## src/rtl/fb_access_scheduler.sv

```systemverilog
`timescale 1ns/1ps
// fb_access_scheduler: single-port framebuffer arbiter for display reads, queued draw writes and a full-screen clear sweep
module fb_access_scheduler #(
  parameter int X_W        = 7,
  parameter int Y_W        = 7,
  parameter int COLOR_W    = 8,
  parameter int FIFO_DEPTH = 4,
  parameter int MAX_WAIT   = 15
) (
  input  logic                   clk,
  input  logic                   reset,
  input  logic                   wr_strobe,
  input  logic [X_W-1:0]         wr_x,
  input  logic [Y_W-1:0]         wr_y,
  input  logic [COLOR_W-1:0]     wr_color,
  input  logic                   clear_start,
  input  logic [COLOR_W-1:0]     clear_color,
  input  logic                   rd_req,
  input  logic [X_W+Y_W-1:0]     rd_addr,
  output logic                   rd_grant,
  output logic                   rd_valid,
  output logic [COLOR_W-1:0]     rd_data,
  output logic                   mem_en,
  output logic                   mem_we,
  output logic [X_W+Y_W-1:0]     mem_addr,
  output logic [COLOR_W-1:0]     mem_wdata,
  input  logic [COLOR_W-1:0]     mem_rdata,
  output logic                   busy,
  output logic                   overflow,
  output logic [$clog2(FIFO_DEPTH):0] fifo_count
);
  localparam int A_W = X_W + Y_W;
  localparam int P_W = $clog2(FIFO_DEPTH);
  localparam int D_W = A_W + COLOR_W;
  localparam int W_W = $clog2(MAX_WAIT + 1);
  typedef enum logic [1:0] {IDLE, PEND, CLEAR} state_t;
  state_t state_q, state_d;
  logic [P_W-1:0] wr_ptr_q, wr_ptr_d, rd_ptr_q, rd_ptr_d;
  logic [P_W:0] count_q, count_d;
  logic [W_W-1:0] wait_q, wait_d;
  logic [A_W-1:0] sweep_q, sweep_d;
  logic [COLOR_W-1:0] color_q, color_d;
  logic ovf_q, ovf_d, busy_q, busy_d, rv_q, rv_d;
  logic [D_W-1:0] fifo_q [FIFO_DEPTH];
  logic [D_W-1:0] head;
  logic full, wr_pend, force_wr, rd_gnt, wr_gnt, pop, push;
  logic [A_W-1:0] src_addr;
  logic [COLOR_W-1:0] src_data;
  always_comb begin
    head     = fifo_q[rd_ptr_q];
    full     = count_q == (P_W+1)'(FIFO_DEPTH);
    wr_pend  = (state_q == CLEAR) || (count_q != '0);
    force_wr = wr_pend && (wait_q == W_W'(MAX_WAIT));
    rd_gnt   = !reset && rd_req && !force_wr;
    wr_gnt   = !reset && wr_pend && !rd_gnt;
    pop      = wr_gnt && (state_q != CLEAR);
    push     = (state_q == IDLE) && wr_strobe && (!full || pop);
    ovf_d    = ovf_q | ((state_q == IDLE) && wr_strobe && full && !pop);
    count_d  = count_q + (P_W+1)'(push) - (P_W+1)'(pop);
    wr_ptr_d = wr_ptr_q + P_W'(push);
    rd_ptr_d = rd_ptr_q + P_W'(pop);
    wait_d   = (wr_gnt || !wr_pend) ? '0 :
               (rd_gnt && wait_q != W_W'(MAX_WAIT)) ? wait_q + 1'b1 : wait_q;
    state_d  = state_q == IDLE ? (clear_start ? PEND : IDLE) :
               state_q == PEND ? (count_d == '0 ? CLEAR : PEND) :
               (wr_gnt && &sweep_q) ? IDLE : CLEAR;
    color_d  = (state_q == IDLE && clear_start) ? clear_color : color_q;
    // Held at zero outside CLEAR so each sweep starts from address 0
    sweep_d  = state_q == CLEAR ? sweep_q + A_W'(wr_gnt) : '0;
    busy_d   = (state_d != IDLE) || (count_d != '0);
    rv_d     = rd_gnt;
    src_addr = state_q == CLEAR ? sweep_q : head[D_W-1:COLOR_W];
    src_data = state_q == CLEAR ? color_q : head[COLOR_W-1:0];
    rd_grant   = rd_gnt;
    rd_valid   = rv_q;
    rd_data    = rv_q ? mem_rdata : '0;
    mem_en     = rd_gnt || wr_gnt;
    mem_we     = wr_gnt;
    mem_addr   = rd_gnt ? rd_addr : wr_gnt ? src_addr : '0;
    mem_wdata  = wr_gnt ? src_data : '0;
    busy       = busy_q;
    overflow   = ovf_q;
    fifo_count = count_q;
  end
  always_ff @(posedge clk or posedge reset) begin
    if (reset) begin
      state_q  <= IDLE;
      wr_ptr_q <= '0;
      rd_ptr_q <= '0;
      count_q  <= '0;
      wait_q   <= '0;
      sweep_q  <= '0;
      color_q  <= '0;
      ovf_q    <= 1'b0;
      busy_q   <= 1'b0;
      rv_q     <= 1'b0;
    end else begin
      state_q  <= state_d;
      wr_ptr_q <= wr_ptr_d;
      rd_ptr_q <= rd_ptr_d;
      count_q  <= count_d;
      wait_q   <= wait_d;
      sweep_q  <= sweep_d;
      color_q  <= color_d;
      ovf_q    <= ovf_d;
      busy_q   <= busy_d;
      rv_q     <= rv_d;
    end
  end
  always_ff @(posedge clk) begin
    if (push) fifo_q[wr_ptr_q] <= {wr_y, wr_x, wr_color};
  end
endmodule

```

## config.mk

```make
export PLATFORM = sky130hd
export DESIGN_NAME = fb_access_scheduler
export DESIGN_NICKNAME = d
export VERILOG_FILES = /design/src/rtl/fb_access_scheduler.sv
export SDC_FILE = /design/constraint.sdc
export NUM_CORES = 1
export LEC_CHECK = 0
export CORE_AREA = 2 2 94 119
export DETAILED_ROUTE_END_ITERATION = 10
export DIE_AREA = 0 0 96 121
export PLACE_DENSITY = 0.84
export SYNTH_ARGS = -nofsm -noshare
export SYNTH_HDL_FRONTEND = slang
export SYNTH_SLANG_ARGS = --single-unit
```

## constraint.sdc

```tcl
create_clock -name clk -period 4.1 [get_ports clk]
set_input_delay 0.41 -clock clk [delete_from_list [all_inputs] [get_ports clk]]
set_output_delay 0.41 -clock clk [all_outputs]
set_load 0.05 [all_outputs]
```

Word-level counts from Yosys, hierarchy flattened
Memories as Yosys holds them, arrays and structs flattened.
Index checks and enable logic that the tools add are counted.
{ "totals": {"ff_bits": 38, "ram_bits": 88, "in_bits": 57, "out_inout_bits": 39, "word_cells": 71, "memories": 1} }
{ "memory_table": {"columns": ["memory", "depth", "word_bits", "read_ports", "rd_ports_with_merged_regs", "write_ports", "line_no", "text"], "rows": [
  ["fifo_q", 4, 22, 1, 0, 1, "44", "logic [D_W-1:0] fifo_q [FIFO_DEPTH];"]
]} }
{ "classes": {"addsub": 6, "n_eq_ne": 6, "muxes": 16, "bitwise_logic": 1, "n_reduce_logical": 31} }
{ "ops": {"columns": ["op", "count"], "rows": [
  ["$mux 14", 4],
  ["$mux 8", 3],
  ["$add 14x1->14", 1],
  ["$reduce_and 14->1", 1],
  ["$logic_and 1x1->1", 13],
  ["$mux 2", 4],
  ["$mux 4", 2],
  ["$logic_not 1->1", 6],
  ["$reduce_bool 3->1", 2],
  ["$logic_or 1x1->1", 5],
  ["$add 2x1->2", 2],
  ["$add 4x1->4 const B", 1],
  ["$eq 4x4->1 const B", 1],
  ["$ne 4x4->1 const B", 1],
  ["$reduce_bool 2->1", 2],
  ["$add 3x1->3", 1],
  ["$eq 3x3->1 const B", 1],
  ["$logic_not 3->1", 1],
  ["$mux 1", 3],
  ["$sub 3x1->3", 1],
  ["$eq 2x1->1 const B", 1],
  ["$eq 2x2->1 const B", 1],
  ["$logic_not 2->1", 1],
  ["$ne 2x2->1 const B", 1],
  ["$or 1x1->1", 1]
]} }

Depth between registers and ports, before layout
Gate-level depths: netlist of run 1.
{ "depth": {"ltp_word": 18, "mapped_depth": 15} }

Least setup slack after synthesis of run 1
OpenSTA, ideal clock, no wires.
{ "synth_path": {"path_type": "register -> register", "from": "reg count_q[1] (netlist: fifo_count[1])", "to": "reg busy_q (netlist: busy)", "setup_ns": 0.131, "arrival_ns": 3.184, "required_ns": 3.969, "path_slack_ns": 0.784, "path_stages_with_launch": 15, "n_path_buf": 1, "synth_period_minus_slack_ns": 3.316, "path_cell_list": "dfrtp_1 nor3_1 nand2_1 nand2_4 clkbuf_1 nor2_1 ha_1 inv_1 ha_1 inv_1 fa_1 xnor3_1 a41oi_2 a31oi_1 or3b_1"} }
{ "synth_between": {"elab_chain_cells": 18, "elab_cells_between_ends": 24, "cone_classes": "2 x add/sub; 1 x eq/ne; 4 x mux; 17 x reduce/logical"} }
{ "synth_lines": {"columns": ["item", "line_no", "text"], "rows": [
  ["from (decl)", "39", "logic [P_W:0] count_q, count_d;"],
  ["from (signal assigned)", "101", "count_q <= count_d;"],
  ["$reduce_bool 3->1", "52", "wr_pend = (state_q == CLEAR) || (count_q != '0);"],
  ["$logic_or 1x1->1", "52", null],
  ["$logic_and 1x1->1", "53", "force_wr = wr_pend && (wait_q == W_W'(MAX_WAIT));"],
  ["$logic_not 1->1", "54", "rd_gnt = !reset && rd_req && !force_wr;"],
  ["$logic_and 1x1->1", "54", null],
  ["$logic_not 1->1", "55", "wr_gnt = !reset && wr_pend && !rd_gnt;"],
  ["$logic_and 1x1->1", "55", null],
  ["$logic_and 1x1->1", "56", "pop = wr_gnt && (state_q != CLEAR);"],
  ["(+4 left out)", null, null],
  ["$logic_not 3->1", "65", "state_q == PEND ? (count_d == '0 ? CLEAR : PEND) :"],
  ["$mux 2", "65", null],
  ["$mux 2 (*)", "65", null],
  ["$mux 2 (*)", "64", "state_d = state_q == IDLE ? (clear_start ? PEND : IDLE) :"],
  ["via state_d[1]", "37", "state_t state_q, state_d;"],
  ["$reduce_bool 2->1 (*)", "70", "busy_d = (state_d != IDLE) || (count_d != '0);"],
  ["$logic_or 1x1->1 (*)", "70", null],
  ["via busy_d", "43", "logic ovf_q, ovf_d, busy_q, busy_d, rv_q, rv_d;"],
  ["to (signal assigned)", "106", "busy_q <= busy_d;"],
  ["to (decl)", "43", null]
]} }
Mark *: on every way through the listed nets, which the timed path passes. The rest lies on a longest branch.
A chain may end at the register's enable or synchronous reset.

Worst setup path after layout of run 1
{ "layout_path": {"from": "reg count_q[1] (netlist: fifo_count[1])", "to": "out mem_addr[3]"} }
{ "layout_between": {"elab_chain_cells": 9, "elab_cells_between_ends": 10, "cone_classes": "2 x mux; 8 x reduce/logical"} }
{ "layout_lines": {"columns": ["item", "line_no", "text"], "rows": [
  ["$reduce_bool 3->1 (*)", "52", null],
  ["$logic_or 1x1->1 (*)", "52", null],
  ["$logic_and 1x1->1", "53", null],
  ["$logic_not 1->1", "54", null],
  ["$logic_and 1x1->1", "54", null],
  ["$logic_not 1->1", "55", null],
  ["$logic_and 1x1->1", "55", null],
  ["$mux 14", "79", "mem_addr = rd_gnt ? rd_addr : wr_gnt ? src_addr : '0;"],
  ["$mux 14 (*)", "79", null],
  ["to (decl)", "25", "output logic [X_W+Y_W-1:0] mem_addr,"]
]} }
Every way passes the cells marked *; elsewhere a longest branch is shown, timed or not.

==> reports/qor.yml, run 1 <==
status: "completed"
worstSetupPathType: "reg -> out"
maxSlewHeadroom_pct: 47.0
io_pins: 96
hold_class: "reg -> reg"
track_usage_pct: 22.5
cts_tree: "done"
root_buffer: "clkbuf_16"
synthTopCellsByArea: "edfxtp_1, dfrtp_1, mux4_2"
finalMaxSlewViolations: 0
die_w_um: 96
slowest_delay_ps: 850
netlist_area_um2: 5450
worst_pin_slew_ps: 795
max_freq_mhz: 298
grt_max_degree: 34
critPathArrivalTime_ps: 2950
wl_per_cell_um: 20.2
start_util_pct: 52.1
cts_num_sinks: 126
setup_ws_ps: 740
grt_pass1_vias: 3721
fp.dieArea_um2: 11600
drt_iter0_markers: 261
ctsResizeCount: 0
final_cell_mix: "clkdlybuf4s50_1, edfxtp_1, dfrtp_1, nand2_1, mux4_2"
nets: 521
tns_ps: 0
drive_gt1_share_pct: 16.7
period_share_pct: 81.9
drt-pass1-iter-count: 5
drc: 0
finalSetupViolCount: 0
cp_data_required_time_ps: 3690
grt_overflow_total: 0
netlist.area_leader.share_pct: 48.5
ir_drop_mv: 0.411
cts_inserted_buffers: 17
critPathMaxFanout: 16
ys_warn_count: 0
p_per_area_nw_per_um2: 635
vias: 3460
syn-num-nets: 412
async_flop_share_pct: 30.2
pre_cts_ws_ps: 543
leakagePower_nw: 2.59
fin_skew_ps: 5.43
worst_path_max_delay_cell: "clkdlybuf4s50_1"
via_per_inst: 5.78
layout_commonest_cell: "clkdlybuf4s50_1"
syn_avg_cell_area_um2: 15.7
post-cts-setup-buffers: 0
start_kind: "register"
diodes: 0
grt_pass1_wl_um: 19100
cap_violations: 0
synth_cell_types: 51
hold_viol: 0
hold_buffers: 0
hpwlAfterDp_um: 7500
ys_seq_area_share_pct: 66.0
htreeDepth: 4
antenna_found_initial: 0
port_buffers: 95
synth_area_leader_cell: "edfxtp_1"
worstSetupEndpointType: "output port"
ant_nets: 0
place_congestion: 0.786
synth_ff_type: "edfxtp_1"
post-route-min-period_ps: 3360
syn_inst: 347
area_growth_pct: 30.5
crit_chain: "nor3_1 > a21oi_1 > nor2_2 > o2bb2ai_1 > clkdlybuf4s50_1"
clock_path_buffers: 2
grt_setup_unrepaired: "false"
synth_edf_count: 88
fp.dieH_um: 121
synth_seq_cells: 126
cts.clk_slew.worst_paths_ps: 50
core_um2: 10500
wl_um: 12100
clock_latency_ps: 410
placementRows: 42
[state kept, by name (all words and copies together), names as in the netlist]
register    count
color_q         8
fifo_q         88
wr_ptr_q        2
fifo_count      3
rd_valid        1
sweep_q        14
overflow        1
wait_q          4
busy            1
state_q         2
rd_ptr_q        2
[final timing paths]
check	from	endpoint	slack, ps	cells after the start
max in group asynchronous	reset	sweep_q[0]	2660	3
hold reg to reg	overflow	overflow	470	1
min in group asynchronous	reset	rd_ptr_q[0]	680	2
setup / recovery	fifo_count[1]	mem_addr[3]	740	5
setup reg to reg	wait_q[0]	busy	750	14
hold / removal	overflow	overflow	470	1
[Yosys cell counts, types with 2 or more instances]
cell / number
clkbuf_1: 4
edfxtp_1: 88
dfrtp_1: 38
ha_1: 7
nand2b_1: 4
a21boi_0: 3
nor4_1: 4
o2bb2ai_1: 14
xor2_1: 4
buf_4: 2
a21oi_1: 12
and2_1: 12
nor2b_1: 2
nand3_2: 2
nor3_1: 4
a22oi_1: 2
nor3b_1: 2
nand3_1: 5
inv_1: 9
buf_2: 4
mux4_2: 22
nand2_1: 27
and3_1: 2
xnor2_1: 6
mux2_2: 9
mux2i_1: 13
nor2_1: 20
buf_1: 3
[final cells by class]
cell class / count / area, µm²
fill: 704 / 3350
multi-input combinational: 197 / 1760
clock inverter: 11 / 101
timing repair buffer: 104 / 1020
sequential: 126 / 3590
tap: 132 / 165
clock buffer: 19 / 433
inverter: 10 / 37.5
[cells by family (layout without fill, tap and decap cells)]
group                      count (synthesis)  after routing  synth area share (%)
muxes                                     44             44                  13.3
DFF                                      126            126                  66.0
adders and majority gates                  8              8                  1.98
and+or+nand+nor                           93             93                  9.10
buffers and inverters                     24            144                  2.02
AOI/OAI and AO/OA                         41             41                  5.56
xor gates and xnor gates                  11             11                  2.02
[critical path, delay by kind of cell (launching register included)]
family	cells	cell delay [ps]
and+or+nand+nor	2	900
DFF	1	440
AOI/OAI and AO/OA	2	340
buffers and inverters	1	850
[layer usage]
metal	wire, µm	vias up	global-route usage, %	share of wire (%)
met1	4630	1739	26.6	38
met3	754	26	7.08	6.2
li1	-	1543	-	-
met4	269	0	10.4	2.2
met5	0	-	0	0
met2	6440	152	37.3	53
[where the power goes]
group          total (mW)  internal (mW)  switching, mW
clock network        1.37          0.870          0.498
logic                1.48          0.625          0.854
registers            1.67           1.55          0.120
total                4.51           3.04           1.47
[through the flow]
step	hold slack (ps)	cells	area, µm²	total power, mW	utilization, %
final	468	599	7110	4.51	68.0
after CTS	482	599	7110	4.53	68.0
after floorplan	480	347	5450	2.71	-
after global routing	500	599	7110	4.70	68.0
after detailed placement	470	569	6570	3.15	62.8
after global placement	444	569	6570	3.10	62.8
Note: power is estimated with default switching activity, not from simulation.
==> inputs of run 2 (changes only) <==
- CORE_AREA: 2 2 94 119 -> 2 2 99 125
- DIE_AREA: 0 0 96 121 -> 0 0 101 127
- PLACE_DENSITY: 0.84 -> 0.8
- clock period: 4.1 -> 2.86 ns (I/O delays scaled with it)
==> reports/qor.yml, run 2 (same netlist as run 1, synthesis figures left out) <==
hold_viol: 0  # unchanged
pwr-share-seq_pct: 36.1  # -0.8 points
worstSetupEndpointType: "register"
port_buffers: 95  # unchanged
grt_setup_unrepaired: "true"
path_buf_inv: 2  # +1
cp_data_required_time_ps: 3150  # -540 ps
start_kind: "register"
nets: 540  # +3.6%
power_frac_comb_pct: 37.1  # +4.3 points
final_area_um2: 7540  # +6.1%
drt_iter0_markers: 292  # +12%
layout_commonest_cell: "edfxtp_1"
p_sw_mw: 2.21  # +50%
cts.clk_slew.worst_paths_ps: 50  # about the same
hold_path_end: "overflow"
grt_max_degree: 39  # +15%
crit-reg2reg-launch: "wait_q[0]"
grt_pass1_vias: 3754  # +0.89%
drive_gt1_share_pct: 27.6  # +11 points
clock_latency_ps: 410  # about the same
n_fill_cell: 806  # +14%
via_per_inst: 5.58  # -3.3%
ant_nets: 0  # unchanged
slowest_delay_ps: 390  # -460 ps
track_usage_pct: 20.8  # -1.7 points
p_sw_share_pct: 33.4  # +0.77 points
final_cell_mix: "edfxtp_1, clkdlybuf4s50_1, dfrtp_1, buf_4, nand2_1"
worstSetupPathType: "reg -> reg"
max_freq_mhz: 349
ir_drop_mv: 0.517  # +26%
top_register: "fifo_q"
largest_reg_flops: 88  # unchanged
start_util_pct: 47.1  # -5.0 points
crit_family: "adder cells"
final_cells: 624  # +4.2%
root_buffer: "clkbuf_16"
antenna_found_initial: 0  # unchanged
hold_class: "reg -> reg"
finalMaxSlewViolations: 0  # unchanged
die_w_um: 101  # +5.2%
hp-start: "overflow"
hpwlAfterDp_um: 8630  # +15%
worst_path_max_delay_cell: "dfrtp_1"
clock_path_buffers: 2  # unchanged
wl_per_cell_um: 20.0  # -1.0%
pre_cts_ws_ps: -283  # -825 ps
power.share.clock_pct: 26.8  # -3.5 points
vias: 3485  # +0.72%
dp_cells: 591  # +3.9%
rrSetupSlack_ps: -5  # -760 ps
crit_start: "wait_q[0]"
critPathArrivalTime_ps: 3150  # +200 ps
cpMostUsedCell: "ha_4"
tns_ps: -5.32  # -5.32 ps
ff2ff_path_depth: 14  # unchanged
wl_um: 12500  # +3.1%
p_per_area_nw_per_um2: 880  # +39%
maxSlewHeadroom_pct: 65.9  # +19 points
diodes: 0  # unchanged
drt-pass1-iter-count: 4  # -1
leakagePower_nw: 2.79  # +7.6%
cts_num_sinks: 126  # unchanged
drc: 0  # unchanged
reg.largest.list: "fifo_q x88, sweep_q x14, color_q x8"
min_path_cells: 1  # unchanged
core_um2: 11600  # +11%
finalSetupViolCount: 1  # +1
cts_tree: "done"
crit_chain: "ha_4 > nand3_4 > a21oi_4 > nand2_4 > nor2_4 > ha_4 > inv_4 > ha_4 > inv_2 > fa_2 > xnor3_1 > a41oi_2 > a31oi_1 > or3b_1"
area_growth_pct: 38.5
fp.dieH_um: 127  # +5.0%
p_int_mw: 4.42  # +45%
period_share_pct: 100
worst_pin_slew_ps: 510  # -284 ps
critPathMaxFanout: 3  # -13
fp.dieArea_um2: 12800  # +10%
cap_violations: 0  # unchanged
whs_ps: 460  # -7.84 ps
post-route-min-period_ps: 2870
reg2reg_to: "busy"
grt_pass1_wl_um: 19600  # +3.0%
htreeDepth: 4  # unchanged
place_area_um2: 6960  # +5.9%
grt_overflow_total: 0  # unchanged
place_congestion: 0.756  # -3.8%
setup_ws_ps: -5.32  # -746 ps
io_pins: 96  # unchanged
cts_inserted_buffers: 17  # unchanged
status: "complete, but fails checks"
fin_skew_ps: 7.94  # +2.51 ps
violations: "negative setup slack"
placementRows: 44  # +4.8%
-- run 2: changes by cell type in the layout (fill, tap and decap cells not counted), moves of 2 or more --
cell / before / now
dfrtp_1: 38 / 35
buf_4: 9 / 29
nor3b_4: 0 / 2
inv_1: 9 / 7
ha_1: 7 / 4
dfrtp_2: 0 / 3
clkdlybuf4s50_1: 95 / 70
buf_12: 0 / 24
bufinv_16: 2 / 0
nor3b_2: 2 / 0
ha_4: 0 / 3
-- run 2: cell type report --
cell class | count | area, µm² | share of cell area (%)
Inverter | 10 | 40.0 | 0.531
Timing Repair Buffer | 123 | 1400 | 18.5
Tap cell | 138 | 173 | 2.29
Clock buffer | 19 | 433 | 5.74
Clock inverter | 11 | 53.8 | 0.713
Sequential cell | 126 | 3600 | 47.7
Multi-Input combinational cell | 197 | 1850 | 24.5
-- run 2: worst max path at each step --
stage          endpoint  slack, ps  depth (start not counted)
2_1_floorplan      busy       -230                         14
3_3_place_gp       busy        -80                         13
3_5_place_dp       busy       -280                         13
6_report           busy         -5                         14
5_1_grt            busy       -120                         14
4_1_cts            busy         10                         14
-- run 2: worst reg2reg max path: stages (launching register included) --
cell and delay [ps]:
dfrtp_1 390, ha_4 170, nand3_4 90, a21oi_4 240
nand2_4 80, nor2_4 140, ha_4 220, inv_4 60
ha_4 120, inv_2 40, fa_2 350, xnor3_1 220
a41oi_2 190, a31oi_1 80, or3b_1 370
-- run 2: metrics by stage --
step	util, %	total power [mW]
2_1_floorplan	-	3.90
6_report	65.2	6.64
5_1_grt	65.2	6.92
4_1_cts	65.0	6.65
3_3_place_gp	60.2	4.70
3_5_place_dp	60.2	4.81
-- run 2: timing repair --
item	in CTS	in global routing
setup endpoints to repair	1	1
gates resized for setup	12	3
pin swaps	3	8
setup buffers	1	2
gates cloned	0	0
hold buffers	0	0
-- run 2: power by group through the flow --
stage | Clock [mW] | Combinational (mW) | Sequential [mW]
after floorplan | 0 | 1.39 | 2.51
final | 1.78 | 2.46 | 2.40
after CTS | 1.80 | 2.46 | 2.39
after detailed placement | 0 | 2.39 | 2.41
after global routing | 1.89 | 2.61 | 2.42
after global placement | 0 | 2.32 | 2.39
-- run 2: per-layer routing --
| metal | part of all wire, % | track usage (%) | wire length (µm) |
|---|---|---|---|
| met5 | 0 | 0 | 0 |
| met4 | 1.2 | 8.35 | 148 |
| met3 | 5.3 | 5.42 | 658 |
| met2 | 56 | 36.2 | 6990 |
| met1 | 37 | 24.6 | 4670 |
==> inputs of run 3 (changes only) <==
- CORE_AREA: 2 2 99 125 -> 5 5 102 128
- DIE_AREA: 0 0 101 127 -> 0 0 107 133
==> reports/qor.yml, run 3 (same netlist as run 1, synthesis figures left out) <==
fp.dieH_um: 133  # +4.7%
reg.largest.list: "fifo_q x88, sweep_q x14, color_q x8"
htreeDepth: 4  # unchanged
root_buffer: "clkbuf_16"
grt_busiest_layer: "met2"
utilization_pct: 65.5  # +0.26 points
cts.clk_slew.worst_paths_ps: 60  # about the same
fp.dieArea_um2: 14200  # +11%
finalSetupViolCount: 1  # unchanged
cts_inserted_buffers: 17  # unchanged
hpwlAfterDp_um: 8520  # -1.2%
area_growth_pct: 42.2
wl_um: 12600  # +0.81%
setup_ws_ps: -24.7  # -19.4 ps
leakagePower_nw: 2.89  # +3.7%
p_sw_mw: 2.33  # +5.1%
fin_skew_ps: 5.17  # -2.77 ps
drive_gt1_share_pct: 30.1  # +2.5 points
start_kind: "register"
rrSetupSlack_ps: -20  # -20 ps
vias: 3451  # -0.98%
status: "complete, but fails checks"
maxSlewHeadroom_pct: 65.7  # -0.20 points
violations: "negative setup slack"
p_int_mw: 4.93  # +11%
core_um2: 11800  # +2.3%
die_w_um: 107  # +5.9%
hp-start: "overflow"
layout_commonest_cell: "edfxtp_1"
nets: 544  # +0.74%
p_per_area_nw_per_um2: 936  # +6.5%
cp_data_required_time_ps: 3150  # about the same
hold_class: "reg -> reg"
largest_reg_flops: 88  # unchanged
io_pins: 96  # unchanged
ff2ff_path_depth: 14  # unchanged
track_usage_pct: 18.7  # -2.1 points
ant_nets: 0  # unchanged
grt_max_degree: 39  # unchanged
placementRows: 45  # +2.3%
drc: 0  # unchanged
hold_buffers: 0  # unchanged
post-route-min-period_ps: 2880  # +19.4 ps
final_area_um2: 7750  # +2.7%
pwr-share-seq_pct: 33.2  # -2.9 points
max_freq_mhz: 347  # -0.67%
reg2reg_to: "busy"
grt_setup_unrepaired: "true"
worstSetupEndpointType: "register"
critPathArrivalTime_ps: 3170  # +20 ps
grt_util_met3_pct: 4.54  # -0.88 points
place_area_um2: 6970  # about the same
crit_start: "wait_q[0]"
antenna_found_initial: 0  # unchanged
via_per_inst: 5.45  # -2.4%
top_register: "fifo_q"
cts_tree: "done"
final_cell_mix: "edfxtp_1, clkdlybuf4s50_1, dfrtp_1, buf_4, nand2_1"
hold_viol: 0  # unchanged
use_met2_pct: 32.8  # -3.3 points
drt_iter0_markers: 219  # -25%
use_met1_pct: 22.0  # -2.5 points
place_congestion: 0.805  # +6.5%
crit-reg2reg-launch: "wait_q[0]"
cap_violations: 0  # unchanged
power.share.clock_pct: 32.6  # +5.8 points
grt_overflow_total: 0  # unchanged
start_util_pct: 46.1  # -1.0 points
critPathMaxFanout: 3  # unchanged
hold_path_end: "overflow"
port_buffers: 95  # unchanged
min_path_cells: 1  # unchanged
grt_pass1_wl_um: 19900  # +1.7%
grt_pass1_vias: 3740  # -0.37%
worst_pin_slew_ps: 513  # +3.04 ps
finalMaxSlewViolations: 0  # unchanged
wl_per_cell_um: 19.9  # -0.62%
p_sw_share_pct: 32.1  # -1.3 points
clock_latency_ps: 410  # about the same
power_frac_comb_pct: 34.2  # -2.9 points
pre_cts_ws_ps: -296  # -13.1 ps
worstSetupPathType: "reg -> reg"
cts_num_sinks: 126  # unchanged
drt-pass1-iter-count: 5  # +1
ir_drop_mv: 0.459  # -11%
diodes: 0  # unchanged
clock_path_buffers: 2  # unchanged
period_share_pct: 101  # +0.68 points
==> run 3: cell types whose count changed in the layout (fill, tap and decap cells not counted), sizes merged <==
cell / change
bufinv: +5
inv: +4
clkinv: -5
clkbuf: -2
buf: +4
==> run 3: power by group through the flow <==
stage	Sequential (mW)	Clock, mW	Combinational, mW
after floorplan	2.51	0	1.39
after global placement	2.41	0	2.31
after detailed placement	2.43	0	2.37
after CTS	2.40	2.40	2.43
after global routing	2.44	2.49	2.65
final	2.41	2.37	2.48
==> run 3: layout make-up <==
| cell class | instances | area, µm² |
|---|---|---|
| Multi-Input combinational cell | 197 | 1850 |
| Inverter | 10 | 37.5 |
| Fill cell | 806 | 4080 |
| Clock inverter | 15 | 235 |
| Sequential cell | 126 | 3600 |
| Timing Repair Buffer | 127 | 1420 |
| Tap cell | 141 | 176 |
| Clock buffer | 17 | 425 |
==> run 3: timing repair <==
| action | 4_1_cts | 5_1_grt |
|---|---|---|
| endpoints found under the hold margin | 0 | 0 |
| gates resized for setup | 7 | 9 |
| pin swaps | 4 | 6 |
| setup endpoints to repair | 1 | 11 |
| setup buffers | 3 | 2 |
==> run 3: per-layer routing <==
metal,share of wire (%),vias up
met1,38,1751
met3,4.8,18
li1,-,1583
met2,56,99
met5,0,-
met4,1.8,0
==> run 3: critical path: stages (launching register included) <==
cell	delay (ps)
dfrtp_1	400
ha_4	170
nand3_4	70
a21oi_4	230
nand2_4	80
nor2_4	130
ha_4	210
inv_1	50
ha_1	130
inv_1	50
fa_2	340
xnor3_2	270
a41oi_2	210
a31oi_2	70
or3b_1	360
==> run 3: worst max-delay path by stage <==
stage / end / cells past startpoint
after floorplan: busy / 14
after global placement: busy / 13
after detailed placement: busy / 13
after CTS: busy / 14
after global routing: busy / 14
final: busy / 14
==> run 3: through the flow <==
stage | std cells | TNS [ps] | hold slack [ps] | total power, mW
6_report | 633 | -24.7 | 463 | 7.25
5_1_grt | 633 | -129 | 479 | 7.57
4_1_cts | 631 | 0 | 469 | 7.23
3_5_place_dp | 596 | -318 | 456 | 4.80
3_3_place_gp | 596 | -77.2 | 456 | 4.72
2_1_floorplan | 347 | -229 | 385 | 3.90
==> variant 1 (settings of run 1) <==
The 3 states of `state_t` get a one-hot encoding in 3 bits.
--- a/src/rtl/fb_access_scheduler.sv
+++ b/src/rtl/fb_access_scheduler.sv
@@ -33,7 +33,7 @@
   localparam int P_W = $clog2(FIFO_DEPTH);
   localparam int D_W = A_W + COLOR_W;
   localparam int W_W = $clog2(MAX_WAIT + 1);
-  typedef enum logic [1:0] {IDLE, PEND, CLEAR} state_t;
+  typedef enum logic [2:0] {IDLE = 3'b001, PEND = 3'b010, CLEAR = 3'b100} state_t;
   state_t state_q, state_d;
   logic [P_W-1:0] wr_ptr_q, wr_ptr_d, rd_ptr_q, rd_ptr_d;
   logic [P_W:0] count_q, count_d;
Check against the original RTL: no difference found for any inputs over 10 cycles, from zero or initial values and one cycle with reset high; not proved beyond that.
==> variant 1 against run 1 <==
- first-iteration DRC count fell by 23%
- area after synthesis is 0.30% lower
- final cell count increased by 1.5%
- sequential cell count rose by 1
- worst setup slack worse by 0.11 ns
- critical path depth up 8
- design area up 0.40%
- register-to-register slack lost 0.12 ns
- wire length down 5.5%
- die area stayed put
- count of clock-buffer cells in the layout fell by 1
Power is not compared: it rests on default switching activity, and its combinational part moved more than twofold at a synthesized area within 25%.
==> variant 1: results (changes against run 1) <==
* Placed inst area at 0.00656 mm² (-0.21%)
* Worst Path Arrival at 3.81 ns (+0.86 ns)
* Largest net degree at the start of global routing at 40 (+18%)
* Worst R2R Setup Slack at 0.63 ns (-0.12 ns)
* Metal3 WL at 512 µm (-32%)
* Worst slew pin tran at 0.650 ns (-0.144 ns)
* Post-synth cell types at 38 (-25%)
* Fin nets at 529 (+1.5%)
* Critical path's slowest cell: a21oi_1
* DRT met1 WL at 4.53 mm (-2.2%)
* Vias in the first global route at 3,474 (-6.6%)
* Endpoint kind of the worst setup timing path: register
* GRT Util Overall at 20.9% (-1.7 points)
* CP Max Fanout at 6 (-10)
* Commonest cells in the netlist: edfxtp_1, dfrtp_1, nand2_1, mux4_2, nor2_1
* Status: finished, final reports clean
* Ys Warns at 0 (unchanged)
* Synthesized Nets at 418 (+1.5%)
* Largest registers: fifo_q (88), sweep_q (14), color_q (8)
* Routed wire length at 11.4 mm (-5.5%)
* Routability Congestion at 0.829 (+5.5%)
* Routed wl met2 at 6.14 mm (-4.6%)
* Router iterations before antenna repair at 4 (-1)
* Initial DRC count at 201 (-23%)
* DPL Wire Length at 7.67 mm (+2.4%)
* Via-to-Cell Ratio at 5.53 (-4.3%)
* Share of cells above drive strength 1 at 18.7% (+2.0 points)
* Synth area leaders: edfxtp_1, dfrtp_1, mux4_2
* Critical path's largest stage delay at 0.42 ns (-0.43 ns)
* Bufs on Longest Clock Path at 2 (unchanged)
* Asr flop ratio synth at 30.7% (+0.55 points)
* Clock skew after layout at 0.00660 ns (+0.00117 ns)
* Register area share after synthesis at 66.7% (+0.68 points)
* Main synth FF type: edfxtp_1
* First-pass GRT wire length at 17.7 mm (-6.9%)
* Top delay family on crit path: adder cells
* CTS Buf Count at 17 (unchanged)
## variant 1: area by class of cell
class                   instances  area (µm²)
clock buffers                  18         429
clock inverters                13         148
fillers                       672        3320
inverters                      11        41.3
multi-input cells             200        1730
flip-flops and latches        127        3620
well taps                     132         165
repair buffers                107        1010
## variant 1: cells by family after synthesis
logic type               count (synthesis)  share of synthesized area (%)
buffers and inverters                   26                           1.87
flip-flops                             127                           66.7
XOR/XNOR                                17                           3.00
AO/OA/AOI/OAI                           37                           4.72
multiplexers                            42                           13.0
adder cells (fa/ha/maj)                  8                           1.98
AND/OR/NAND/NOR                         96                           8.78
## variant 1: worst reg2reg max path, cell delays in order (launching register included)
cell       delay [ns]
dfrtp_1          0.38
ha_1             0.18
nand3_1          0.18
a21oi_1          0.43
o2111ai_1        0.18
buf_4            0.19
ha_1             0.27
inv_1            0.04
ha_1             0.18
fa_1             0.38
xnor3_1          0.35
or3_1            0.38
a21o_1           0.18
a21oi_1          0.10
## variant 1: path summary, 6_finish.rpt
path,from,end,cells after the start
setup / recovery,wait_q[0],state_q[2],13
hold / removal,state_q[2],state_q[1],1
setup reg to reg,wait_q[0],state_q[2],13
hold reg to reg,state_q[2],state_q[1],1
max in group asynchronous,reset,state_q[0],3
min in group asynchronous,reset,wait_q[3],3
## variant 1: stage by stage
step	util, %	instances	hold WS [ns]	setup slack (ns)	power (mW)
2_1_floorplan	-	353	0.434	0.655	1.72
3_3_place_gp	62.7	577	0.443	0.620	1.86
3_5_place_dp	62.7	577	0.468	0.519	1.87
4_1_cts	68.2	608	0.479	0.634	3.33
5_1_grt	68.2	608	0.510	0.397	3.42
6_report	68.2	608	0.486	0.628	3.30
## variant 1: routing by layer
layer,vias to the layer above,GRT usage (%)
li1,1569,-
met1,1671,25.8
met2,100,34.5
met3,20,5.65
met4,0,8.21
met5,-,0
==> variant 2 (flow settings as in run 1) <==
Made on the original files. Change the parameter `COLOR_W` from 8 to 7.
--- a/src/rtl/fb_access_scheduler.sv
+++ b/src/rtl/fb_access_scheduler.sv
@@ -3,7 +3,7 @@
 module fb_access_scheduler #(
   parameter int X_W        = 7,
   parameter int Y_W        = 7,
-  parameter int COLOR_W    = 8,
+  parameter int COLOR_W    = 7,
   parameter int FIFO_DEPTH = 4,
   parameter int MAX_WAIT   = 15
 ) (
Ports: changed (5 resized); port bits go from 96 to 91. No check against the original RTL was run, so the function may have changed too.
==> variant 2 against run 1 <==
- sequential share of layout area decreased by 0.17 points
- utilization decreased by 2.5 points
- wire length decreased by 6.8%
- area after synthesis decreased by 2.0%
- register-to-register slack improved by 0.05 ns
- design area decreased by 3.7%
- power decreased by 4.5%
- clock skew increased by 0.0018 ns
- global-route usage decreased by 1.6 points
- final cell count decreased by 2.5%
- worst setup slack improved by 0.060 ns
- combinational power decreased by 12%
- sequential cell count decreased by 5
- clock power decreased by 3%
- largest cell class unchanged
==> variant 2: results (changes against run 1) <==
* # placed instances at 552 (-3.0%)
* Router iterations before antenna repair at 4 (-1)
* Via Count at 3,237 (-6.4%)
* Metal3 WL at 538 µm (-29%)
* Synthesized Nets at 397 (-3.6%)
* Share of cells above drive strength 1 at 23.9% (+7.2 points)
* Leak at 2.56 nW (-1.1%)
* Pre-CTS WS at 0.670 ns (+0.127 ns)
* Routability Congestion at 0.807 (+2.7%)
* Worst slew pin tran at 1.07 ns (+0.275 ns)
* Compound-cell area share of the yosys netlist at 5.53% (-0.025 points)
* GRT Util Overall at 21.0% (-1.6 points)
* CP Max Fanout at 23 (+7)
* Avg Inst Size Synth at 15.9 µm² (+1.5%)
* Synth Area in Adders at 2.02% (+0.041 points)
* Status: finished, final reports clean
* Largest registers: fifo_q (84), sweep_q (14), color_q (7)
* Wirelength per Cell at 19.3 µm (-4.4%)
* Fin nets at 501 (-3.8%)
* Worst Path Arrival at 3.58 ns (+0.63 ns)
* First-pass GRT wire length at 17.6 mm (-7.5%)
* Synth area leaders: edfxtp_1, dfrtp_1, mux4_2
* Register area share after synthesis at 64.6% (-1.3 points)
* XOR/XNOR Fraction of Synth Area at 2.44% (+0.42 points)
* Commonest cells in the netlist: edfxtp_1, dfrtp_1, mux4_2, nand2_1, nor2_1
* Initial DRC count at 167 (-36%)
* Port bufs at 90 (-5.3%)
* Routed wl met2 at 6.01 mm (-6.6%)
==> variant 2: kinds of logic after synthesis <==
group	after synthesis
buf+inv	24
mux	42
simple gates	88
fa+ha+maj	8
compound gates	39
xor+xnor	13
flops	121
==> variant 2: cell type report <==
class                      count  share of cell area (%)
clock buffer                  19                    6.33
clock inverter                13                    1.55
inverter                       9                   0.494
multi-input combinational    190                    25.4
sequential                   121                    50.4
tap                          132                    2.41
timing repair buffer         100                    13.5
==> variant 2: worst paths after layout <==
kind | startpoint | endpoint | slack [ns] | cells past startpoint
worst min register to register | overflow | overflow | 0.48 | 1
worst max register to register | wait_q[0] | busy | 0.80 | 14
worst min-delay path | overflow | overflow | 0.48 | 1
min in group asynchronous | reset | fifo_count[1] | 0.66 | 3
worst max-delay path | wait_q[0] | busy | 0.80 | 14
max in group asynchronous | reset | wait_q[3] | 3.11 | 3
==> variant 2: critical path, stage by stage, from the launching register on <==
cell and delay, ns:
dfrtp_1 0.41, ha_1 0.22, and3_2 0.27, o21ai_2 0.19
nand2b_4 0.33, nor2_1 0.12, ha_1 0.30, inv_1 0.05
ha_1 0.13, inv_1 0.05, fa_1 0.38, xor3_2 0.26
nor3_2 0.22, and3b_1 0.20, a31oi_1 0.04
==> variant 2: per-layer routing <==
layer | track usage (%) | up-vias
met3 | 6.77 | 16
met4 | 9.11 | 0
met5 | 0 | -
met1 | 25.6 | 1642
met2 | 34.0 | 92
li1 | - | 1487
==> variant 2: where the power goes <==
part	leakage, nW	internal [mW]	total [mW]	switching [mW]
clock	0.258	0.823	1.33	0.507
sequential	1.23	1.48	1.68	0.205
combinational	1.08	0.592	1.30	0.704
total	2.56	2.89	4.31	1.42
